<file path="config.mk">
export PLATFORM = sky130hd
export DESIGN_NAME = echo_receive_counter
export DESIGN_NICKNAME = d
export VERILOG_FILES = /design/src/rtl/echo_receive_counter_pkg.sv /design/src/rtl/echo_receive_counter_shape_match_scorer.sv /design/src/rtl/echo_receive_counter.sv
export SDC_FILE = /design/constraint.sdc
export NUM_CORES = 1
export LEC_CHECK = 0
export CAP_MARGIN = 20
export CELL_PAD_IN_SITES_DETAIL_PLACEMENT = 1
export CELL_PAD_IN_SITES_GLOBAL_PLACEMENT = 2
export CORE_MARGIN = 2
export CORE_UTILIZATION = 24
export CTS_CLUSTER_DIAMETER = 40
export DETAILED_ROUTE_END_ITERATION = 7
export PLACE_DENSITY_LB_ADDON = 0.1
export SLEW_MARGIN = 20
export SYNTH_ARGS = -nofsm -noshare
export SYNTH_HDL_FRONTEND = slang
export SYNTH_SLANG_ARGS = --single-unit
export TNS_END_PERCENT = 20
</file>
<file path="constraint.sdc">
create_clock -name clk -period 7.5 [get_ports clk]
set_input_delay 1.125 -clock clk [delete_from_list [all_inputs] [get_ports clk]]
set_output_delay 1.125 -clock clk [all_outputs]
set_load 0.01 [all_outputs]
</file>
<file path="src/rtl/echo_receive_counter_pkg.sv">
// ---------------------------------------------------------------------------
// echo_receive_counter_pkg
// Shared definitions for the echo receive path: controller state encoding,
// default widths and the TOF value reported when no echo was found.
// ---------------------------------------------------------------------------
package echo_receive_counter_pkg;

    localparam int SHAPE_W_DEF = 32;
    localparam int TOF_W_DEF   = 16;
    localparam int SCORE_W_DEF = 6;

    // TOF value meaning "no echo before the listen limit"; shared with the
    // transmit side so both ends agree on the marker.
    localparam logic [TOF_W_DEF-1:0] TOF_TIMEOUT = '1;

    typedef enum logic [1:0] {
        IDLE,
        BLANK,
        LISTEN,
        DONE
    } rx_state_t;

endpackage

</file>
<file path="src/rtl/echo_receive_counter_shape_match_scorer.sv">
// ---------------------------------------------------------------------------
// shape_match_scorer
// Combinational correlator: counts the bit positions where the sampled echo
// window agrees with the expected pulse pattern (XNOR + popcount).
//   window  in  SHAPE_W  shifted echo samples, earliest sample in the MSB
//   pattern in  SHAPE_W  expected pulse shape
//   score   out SCORE_W  number of agreeing bit positions
// ---------------------------------------------------------------------------
module shape_match_scorer
    import echo_receive_counter_pkg::*;
#(
    parameter int SHAPE_W = SHAPE_W_DEF,
    parameter int SCORE_W = SCORE_W_DEF
) (
    input  logic [SHAPE_W-1:0] window,
    input  logic [SHAPE_W-1:0] pattern,
    output logic [SCORE_W-1:0] score
);

    logic [SHAPE_W-1:0] agree;

    always_comb begin
        agree = ~(window ^ pattern);
        score = '0;
        for (int unsigned i = 0; i < SHAPE_W; i++) begin
            score = score + SCORE_W'(agree[i]);
        end
    end

endmodule

</file>
<file path="src/rtl/echo_receive_counter.sv">
// ---------------------------------------------------------------------------
// echo_receive_counter
// Receive-side time-of-flight counter. Armed by the transmitter's pulse_sent,
// it blanks the receiver during ring-down, then shifts the echo comparator
// bit into a window and correlates it against the transmitted pulse shape.
// Reports TOF in clk cycles, or a timeout.
//   clk               in   system clock, rising edge
//   rst               in   asynchronous active-low reset
//   receiver_in_use   in   enable; deassertion aborts a listen
//   start_listen      in   one-cycle arm strobe
//   pulse_shape       in   expected echo pattern          (latched in IDLE)
//   match_threshold   in   minimum matching bit count     (latched in IDLE)
//   blank_cycles      in   blanking length                (latched in IDLE)
//   timeout_cycles    in   listen limit                   (latched in IDLE)
//   upload_new_config in   latch strobe for the four config inputs
//   echo_in           in   synchronised comparator output
//   echo_detected     out  one-cycle detection pulse
//   listen_complete   out  sticky: detection or timeout
//   timed_out         out  sticky: timeout
//   tof               out  captured TOF; all-ones on timeout
//   match_score       out  correlation score at the capture edge
// ---------------------------------------------------------------------------
module echo_receive_counter
    import echo_receive_counter_pkg::*;
#(
    parameter int SHAPE_W = SHAPE_W_DEF,
    parameter int TOF_W   = TOF_W_DEF,
    parameter int SCORE_W = SCORE_W_DEF
) (
    input  logic               clk,
    input  logic               rst,
    input  logic               receiver_in_use,
    input  logic               start_listen,
    input  logic [SHAPE_W-1:0] pulse_shape,
    input  logic [SCORE_W-1:0] match_threshold,
    input  logic [TOF_W-1:0]   blank_cycles,
    input  logic [TOF_W-1:0]   timeout_cycles,
    input  logic               upload_new_config,
    input  logic               echo_in,
    output logic               echo_detected,
    output logic               listen_complete,
    output logic               timed_out,
    output logic [TOF_W-1:0]   tof,
    output logic [SCORE_W-1:0] match_score
);

    rx_state_t          state, state_d;
    logic [SHAPE_W-1:0] shape_cfg, shape_cfg_d;
    logic [SCORE_W-1:0] thr_cfg, thr_cfg_d;
    logic [TOF_W-1:0]   blank_cfg, blank_cfg_d;
    logic [TOF_W-1:0]   timeout_cfg, timeout_cfg_d;
    logic [TOF_W-1:0]   timer, timer_d;
    logic [SHAPE_W-1:0] sr, sr_d;
    // sample count never exceeds SHAPE_W, which fits in SCORE_W bits
    logic [SCORE_W-1:0] cnt, cnt_d;
    logic               echo_detected_d, listen_complete_d, timed_out_d;
    logic [TOF_W-1:0]   tof_d;
    logic [SCORE_W-1:0] match_score_d;

    logic [SHAPE_W-1:0] sr_shift;
    logic [SCORE_W-1:0] cnt_inc;
    logic [SCORE_W-1:0] score_next;
    logic [TOF_W-1:0]   timer_inc;
    logic               window_full, match, sample;

    assign sr_shift    = {sr[SHAPE_W-2:0], echo_in};
    assign cnt_inc     = (cnt == SCORE_W'(SHAPE_W)) ? cnt : cnt + SCORE_W'(1);
    assign timer_inc   = (&timer) ? timer : timer + TOF_W'(1);
    assign window_full = (cnt_inc == SCORE_W'(SHAPE_W));
    assign match       = window_full && (score_next >= thr_cfg);

    // Score is taken on the post-shift window so detection lands one cycle
    // after the completing sample.
    shape_match_scorer #(
        .SHAPE_W (SHAPE_W),
        .SCORE_W (SCORE_W)
    ) u_scorer (
        .window  (sr_shift),
        .pattern (shape_cfg),
        .score   (score_next)
    );

    always_comb begin
        state_d           = state;
        shape_cfg_d       = shape_cfg;
        thr_cfg_d         = thr_cfg;
        blank_cfg_d       = blank_cfg;
        timeout_cfg_d     = timeout_cfg;
        timer_d           = timer;
        sr_d              = sr;
        cnt_d             = cnt;
        echo_detected_d   = 1'b0;
        listen_complete_d = listen_complete;
        timed_out_d       = timed_out;
        tof_d             = tof;
        match_score_d     = match_score;
        sample            = 1'b0;

        unique case (state)
            IDLE: begin
                if (upload_new_config) begin
                    shape_cfg_d   = pulse_shape;
                    thr_cfg_d     = match_threshold;
                    blank_cfg_d   = blank_cycles;
                    timeout_cfg_d = timeout_cycles;
                end
                if (start_listen && receiver_in_use) begin
                    state_d           = BLANK;
                    timer_d           = '0;
                    sr_d              = '0;
                    cnt_d             = '0;
                    listen_complete_d = 1'b0;
                    timed_out_d       = 1'b0;
                    tof_d             = '0;
                    match_score_d     = '0;
                end
            end
            BLANK: begin
                if (!receiver_in_use) begin
                    state_d = IDLE;
                end else begin
                    timer_d = timer_inc;
                    sample  = (timer == blank_cfg);
                end
            end
            LISTEN: begin
                if (!receiver_in_use) begin
                    state_d = IDLE;
                end else begin
                    timer_d = timer_inc;
                    sample  = 1'b1;
                end
            end
            DONE: begin
                state_d = IDLE;
            end
            default: begin
                state_d = IDLE;
            end
        endcase

        // Shared by the BLANK->LISTEN edge and every LISTEN edge. Using >= for
        // the timeout also covers a limit shorter than the blanking period,
        // which then fires on the first sampling edge.
        if (sample) begin
            state_d = LISTEN;
            sr_d    = sr_shift;
            cnt_d   = cnt_inc;
            if (match) begin
                state_d           = DONE;
                echo_detected_d   = 1'b1;
                listen_complete_d = 1'b1;
                tof_d             = timer;
                match_score_d     = score_next;
            end else if (timer >= timeout_cfg) begin
                state_d           = DONE;
                timed_out_d       = 1'b1;
                listen_complete_d = 1'b1;
                tof_d             = '1;
                match_score_d     = score_next;
            end
        end
    end

    always_ff @(posedge clk or negedge rst) begin
        if (!rst) begin
            state           <= IDLE;
            shape_cfg       <= '0;
            thr_cfg         <= '0;
            blank_cfg       <= '0;
            timeout_cfg     <= '0;
            timer           <= '0;
            sr              <= '0;
            cnt             <= '0;
            echo_detected   <= 1'b0;
            listen_complete <= 1'b0;
            timed_out       <= 1'b0;
            tof             <= '0;
            match_score     <= '0;
        end else begin
            state           <= state_d;
            shape_cfg       <= shape_cfg_d;
            thr_cfg         <= thr_cfg_d;
            blank_cfg       <= blank_cfg_d;
            timeout_cfg     <= timeout_cfg_d;
            timer           <= timer_d;
            sr              <= sr_d;
            cnt             <= cnt_d;
            echo_detected   <= echo_detected_d;
            listen_complete <= listen_complete_d;
            timed_out       <= timed_out_d;
            tof             <= tof_d;
            match_score     <= match_score_d;
        end
    end

endmodule

</file>
==> metrics.yaml, run 1 <==
logic_synthesis:
  synth_area_um2: 8080
  netlist_top_cells_count: "dfrtp_1 (150), nand2_1 (106), mux2_2 (75)"
  ys_ff_latch: 150
  synth.distinct_cells: 50
  synth_area_leader_cell: "dfrtp_1"
  syn_avg_cell_area_um2: 11.0
  async_reset_ff_share_pct: 100
  synthCells: 733
  synth_top_area_share_pct: 46.5
  synth_edf_count: 0
  synthTopCellsByArea: "dfrtp_1 (46%), mux2_2 (10%), fa_1 (5.9%), ha_1 (5.7%), nand2_1 (4.9%)"
  ys_dominant_reg_cell: "dfrtp_1"
  synthesis.nets: 870
  ys_warn_count: 0
  synth_most_common_cell: "dfrtp_1"
  ys_seq_area_share_pct: 46.5
route:
  ant_nets: 0
  route.detailed.drc: 0
  drt_wl_total_um: 21800
  vias_per_cell: 4.28
  vias: 5552
  drt-pass1-iter-count: 4
  avgRoutedWirePerCell_um: 16.8
  drt_iter0_drc: 142
critical_path:
  r2r-end: "match_score[2]"
  crit_buf_inv: 5
  cp.required_ps: 7830
  rr_startpoint: "shape_cfg[12]"
  setup.worst_path.start_class: "input pin"
  cp_max_fo: 6
  crit_type: "in2reg"
  cpPeakStageDelay_ps: 540
  crit_family: "adder cells"
  cpMaxStageDelayCell: "fa_1"
  cp-end-kind: "register"
  reg2reg_slack_ps: 650
  crit_top_cell: "fa_1"
  arrival_ps: 7550
  r2r_cells: 24
  crit_cells: 25
global_route:
  busiest_layer: "met1"
  grt_max_degree: 95
  globalRouteMet2Util_pct: 19.4
  grt_antenna_before_repair: 0
  grt_util_all_layers_pct: 13.3
  grtUsageMet3_pct: 2.98
  grt_overflow: 0
  grt_use_met1_pct: 19.5
  grt_pass1_vias: 6334
  grt_pass1_wl_um: 35900
floorplan:
  start_util_pct: 24.2
  row_count: 67
  die_y_um: 187
  core_um2: 33400
  die-width_um: 187
  dieArea_um2: 35100
  io_pins: 101
cts:
  clockRootBuffer: "clkbuf_16"
  cts_buffers: 17
  clkSlewWorstSetupHoldPaths_ps: 70
  cts.sinks: 150
  cts.htree.levels: 4
  cts.path.max_buffers: 2
  clock_latency_ps: 440
  cts_tree: "done"
timing:
  post-route-period-util_pct: 96.3
  skew_ps: 14.2
  worst_pin_slew_ps: 1030
  setup_ws_ps: 281
  fmax_mhz: 139
  hold_viol: 0
  finalSetupViolCount: 0
  layout_min_cycle_time_ps: 7220
  rsz0062_at_grt: "no"
  drv_slew: 0
  slew_headroom_pct: 31.3
worst_hold_path:
  hp-start: "timeout_cfg[7]"
  min_to: "timeout_cfg[7]"
  holdPathStages: 1
  hold_class: "reg2reg"
finish:
  diodes: 0
  drive_above_1_share_pct: 16.6
  finish.utilization_pct: 30.9
  area.growth.synth_to_final_pct: 27.7
  fin_nets: 973
job:
  cap_violations: 0
run_status:
  outcome: "complete, no violations"
placed_design:
  io_buffer_count: 100
  dp_hpwl_um: 15800
  gp_congestion: 0.745
  pre_cts_ws_ps: -893
-- placed cells by master (no fill, tap or decap), drive strengths merged, types with 8 or more instances in the layout --
cell and count:
dfrtp 150, nand2 106, clkdlybuf4s50 98, mux2 76, inv 65, o21ai 43
xnor2 42, ha 37, nor2 24, fa 24, xor2 23, clkbuf 19
a2bb2oi 16, a21oi 15, buf 14, and2 11, nand3 11, and3 8
-- worst register-to-register path, stage by stage (launching register included) --
cell and delay, ps:
dfrtp_1 390, xor2_1 190, fa_1 560, inv_1 90, fa_1 560, inv_1 80
fa_1 560, fa_1 450, fa_1 540, inv_1 50, fa_1 520, fa_2 420
inv_1 80, fa_1 190, inv_1 40, a21o_1 180, a21oi_2 170, xnor2_2 140
ha_1 270, a21o_1 160, a21oi_1 130, o22a_1 220, a211oi_4 70, o21ai_4 320
mux2_2 370
-- worst max path at each step --
stage / to / slack (ps) / from
final: match_score[2] / 280 / echo_in
after global placement: match_score[2] / -710 / echo_in
after floorplan: tof[7] / 150 / echo_in
after detailed placement: match_score[5] / -890 / echo_in
after global routing: match_score[3] / 20 / echo_in
after CTS: match_score[3] / 20 / echo_in
-- stage by stage --
step | instance area [µm²] | setup TNS [ps] | cells | hold slack [ps]
after floorplan | 8080 | 0 | 733 | 479
after global placement | 9640 | -15810 | 1264 | 480
after detailed placement | 9640 | -20590 | 1264 | 493
after CTS | 10300 | 0 | 1296 | 509
after global routing | 10300 | 0 | 1297 | 535
final | 10300 | 0 | 1297 | 508
-- cells by family after synthesis --
group / Yosys count / share of synthesized area [%]
compound gates: 96 / 8.37
xor+xnor: 65 / 7.05
fa+ha+maj: 61 / 11.7
buf+inv: 91 / 4.52
flops: 150 / 46.5
mux: 82 / 11.3
simple gates: 188 / 10.6
-- sequential cells by signal, indices dropped and copies added (netlist names), 2 cells and up --
| register | count |
|---|---|
| blank_cfg | 16 |
| cnt | 6 |
| match_score | 6 |
| shape_cfg | 32 |
| sr | 31 |
| state | 2 |
| thr_cfg | 6 |
| timeout_cfg | 16 |
| timer | 16 |
| tof | 16 |
-- area by class of cell --
class,count,area (µm²)
Clock inverter,13,169
Tap cell,448,561
Fill cell,3774,23100
Inverter,62,233
Multi-Input combinational cell,492,4010
Sequential cell,150,3750
Clock buffer,19,453
Timing Repair Buffer,113,1130
-- metal layers --
layer | vias to the layer above | wire [µm]
met5 | - | 0
met4 | 0 | 261
met3 | 15 | 613
met2 | 76 | 9240
met1 | 2794 | 11700
li1 | 2667 | -
-- timing repair --
action	in CTS	in global routing
gates resized for setup	3	5
gates cloned	0	0
setup endpoints to repair	25	26
hold endpoints to repair	0	0
setup buffers	0	1
pin swaps	8	5
hold buffers	0	0
Power of run 1 is left out: the tool's default activity adds up to more than one toggle a clock period on the data nets, which glitch-free logic cannot reach.
==> inputs of run 2 (changes only) <==
- SLEW_MARGIN: 20 -> 15
==> metrics.yaml, run 2 (synthesis results as in run 1) <==
cts:
  cts.htree.levels: 4
  clkSlewWorstSetupHoldPaths_ps: 70
  cts.path.max_buffers: 2
  cts_buffers: 17
  clock_latency_ps: 440
  clockRootBuffer: "clkbuf_16"
  cts.sinks: 150
  cts_tree: "done"
worst_hold_path:
  hp-start: "timeout_cfg[7]"
  hold_class: "reg2reg"
  holdPathStages: 1
  min_to: "timeout_cfg[7]"
floorplan:
  die-width_um: 187
  row_count: 67
  die_y_um: 187
  dieArea_um2: 35100
  core_um2: 33400
  io_pins: 101
  start_util_pct: 24.2
timing:
  post-route-period-util_pct: 96.3
  drv_slew: 0
  hold_viol: 0
  worst_pin_slew_ps: 1030
  slew_headroom_pct: 31.5
  skew_ps: 14.1
  fmax_mhz: 139
  rsz0062_at_grt: "no"
  setup_ws_ps: 281
  finalSetupViolCount: 0
  layout_min_cycle_time_ps: 7220
global_route:
  grt_util_all_layers_pct: 13.3
  grt_antenna_before_repair: 0
  grt_pass1_wl_um: 35900
  grt_pass1_vias: 6334
  grt_max_degree: 95
  grt_overflow: 0
route:
  route.detailed.drc: 0
  avgRoutedWirePerCell_um: 16.8
  ant_nets: 0
  drt-pass1-iter-count: 4
  vias: 5546
  vias_per_cell: 4.27
  drt_iter0_drc: 143
  drt_wl_total_um: 21800
placed_design:
  io_buffer_count: 100
  place_area_um2: 9640
  dp_hpwl_um: 15800
  gp_congestion: 0.745
  pre_cts_ws_ps: -893
critical_path:
  crit_buf_inv: 5
  cp.required_ps: 7830
  rr_startpoint: "shape_cfg[12]"
  r2r_cells: 24
  crit_cells: 25
  reg2reg_slack_ps: 650
  cpMaxStageDelayCell: "fa_1"
  crit_type: "in2reg"
  r2r-end: "match_score[2]"
  setup.worst_path.start_class: "input pin"
  cp-end-kind: "register"
  cp_max_fo: 6
  cpPeakStageDelay_ps: 540
  arrival_ps: 7550
  crit_family: "adder cells"
  crit_top_cell: "fa_1"
finish:
  final_common_cell: "dfrtp_1"
  diodes: 0
  area.growth.synth_to_final_pct: 27.8
  finish.utilization_pct: 30.9
  fin_nets: 974
  top_regs: "shape_cfg (32), sr (31)"
  drive_above_1_share_pct: 16.7
  largest_reg_flops: 32
  final_cell_mix: "dfrtp_1 (150), nand2_1 (105), clkdlybuf4s50_1 (98)"
  top_register: "shape_cfg"
  final.fill_count: 3775
  post-route-cell-area_um2: 10300
run_status:
  outcome: "complete, no violations"
job:
  cap_violations: 0
## run 2: changes by cell type in the layout (fill, tap and decap cells not counted), sizes merged
cell	delta
buf	+1
## run 2: repair_timing
item                                    in CTS  in global routing
hold buffers                                 0                  0
endpoints found under the setup margin      25                 26
resized for setup                            3                  5
buffers inserted                             0                  1
pin swaps                                    8                  5
## run 2: worst reg2reg max path: stages, from the launching register on
cell      delay, ps
dfrtp_1         390
xor2_1          190
fa_1            560
inv_1            90
fa_1            560
inv_1            80
fa_1            560
fa_1            450
fa_1            540
inv_1            50
fa_1            520
fa_2            420
inv_1            80
fa_1            190
inv_1            40
a21o_1          180
a21oi_2         170
xnor2_2         140
ha_1            270
a21o_1          160
a21oi_1         130
o22a_1          220
a211oi_4         70
o21ai_4         320
mux2_2          370
## run 2: worst max-delay path by stage
stage                  from             end  slack (ps)
global route        echo_in  match_score[3]          20
CTS                 echo_in  match_score[3]          20
finish              echo_in  match_score[2]         280
global placement    echo_in  match_score[2]        -710
detailed placement  echo_in  match_score[5]        -890
floorplan           echo_in          tof[7]         150
## run 2: layer usage
layer | vias to the layer above | share of wire (%) | track usage, %
li1 | 2667 | - | -
met1 | 2784 | 53 | 19.5
met2 | 80 | 42 | 19.4
met3 | 15 | 3.1 | 2.98
met4 | 0 | 1.2 | 4.21
met5 | - | 0 | 0
## run 2: layout make-up
cell class	count	area [µm²]	area share, %
multi-input cells	492	4010	38.8
flip-flops and latches	150	3750	36.4
repair buffers	114	1140	11.1
well taps	448	561	5.43
clock buffers	19	453	4.39
inverters	62	233	2.26
clock inverters	13	169	1.64
## run 2: through the flow
step | hold WS (ps) | TNS, ps | std cells
after global routing | 535 | 0 | 1298
final | 509 | 0 | 1298
after detailed placement | 493 | -20590 | 1264
after global placement | 480 | -15810 | 1264
after floorplan | 479 | 0 | 733
after CTS | 509 | 0 | 1296
Power of run 2 is left out for the same reason.
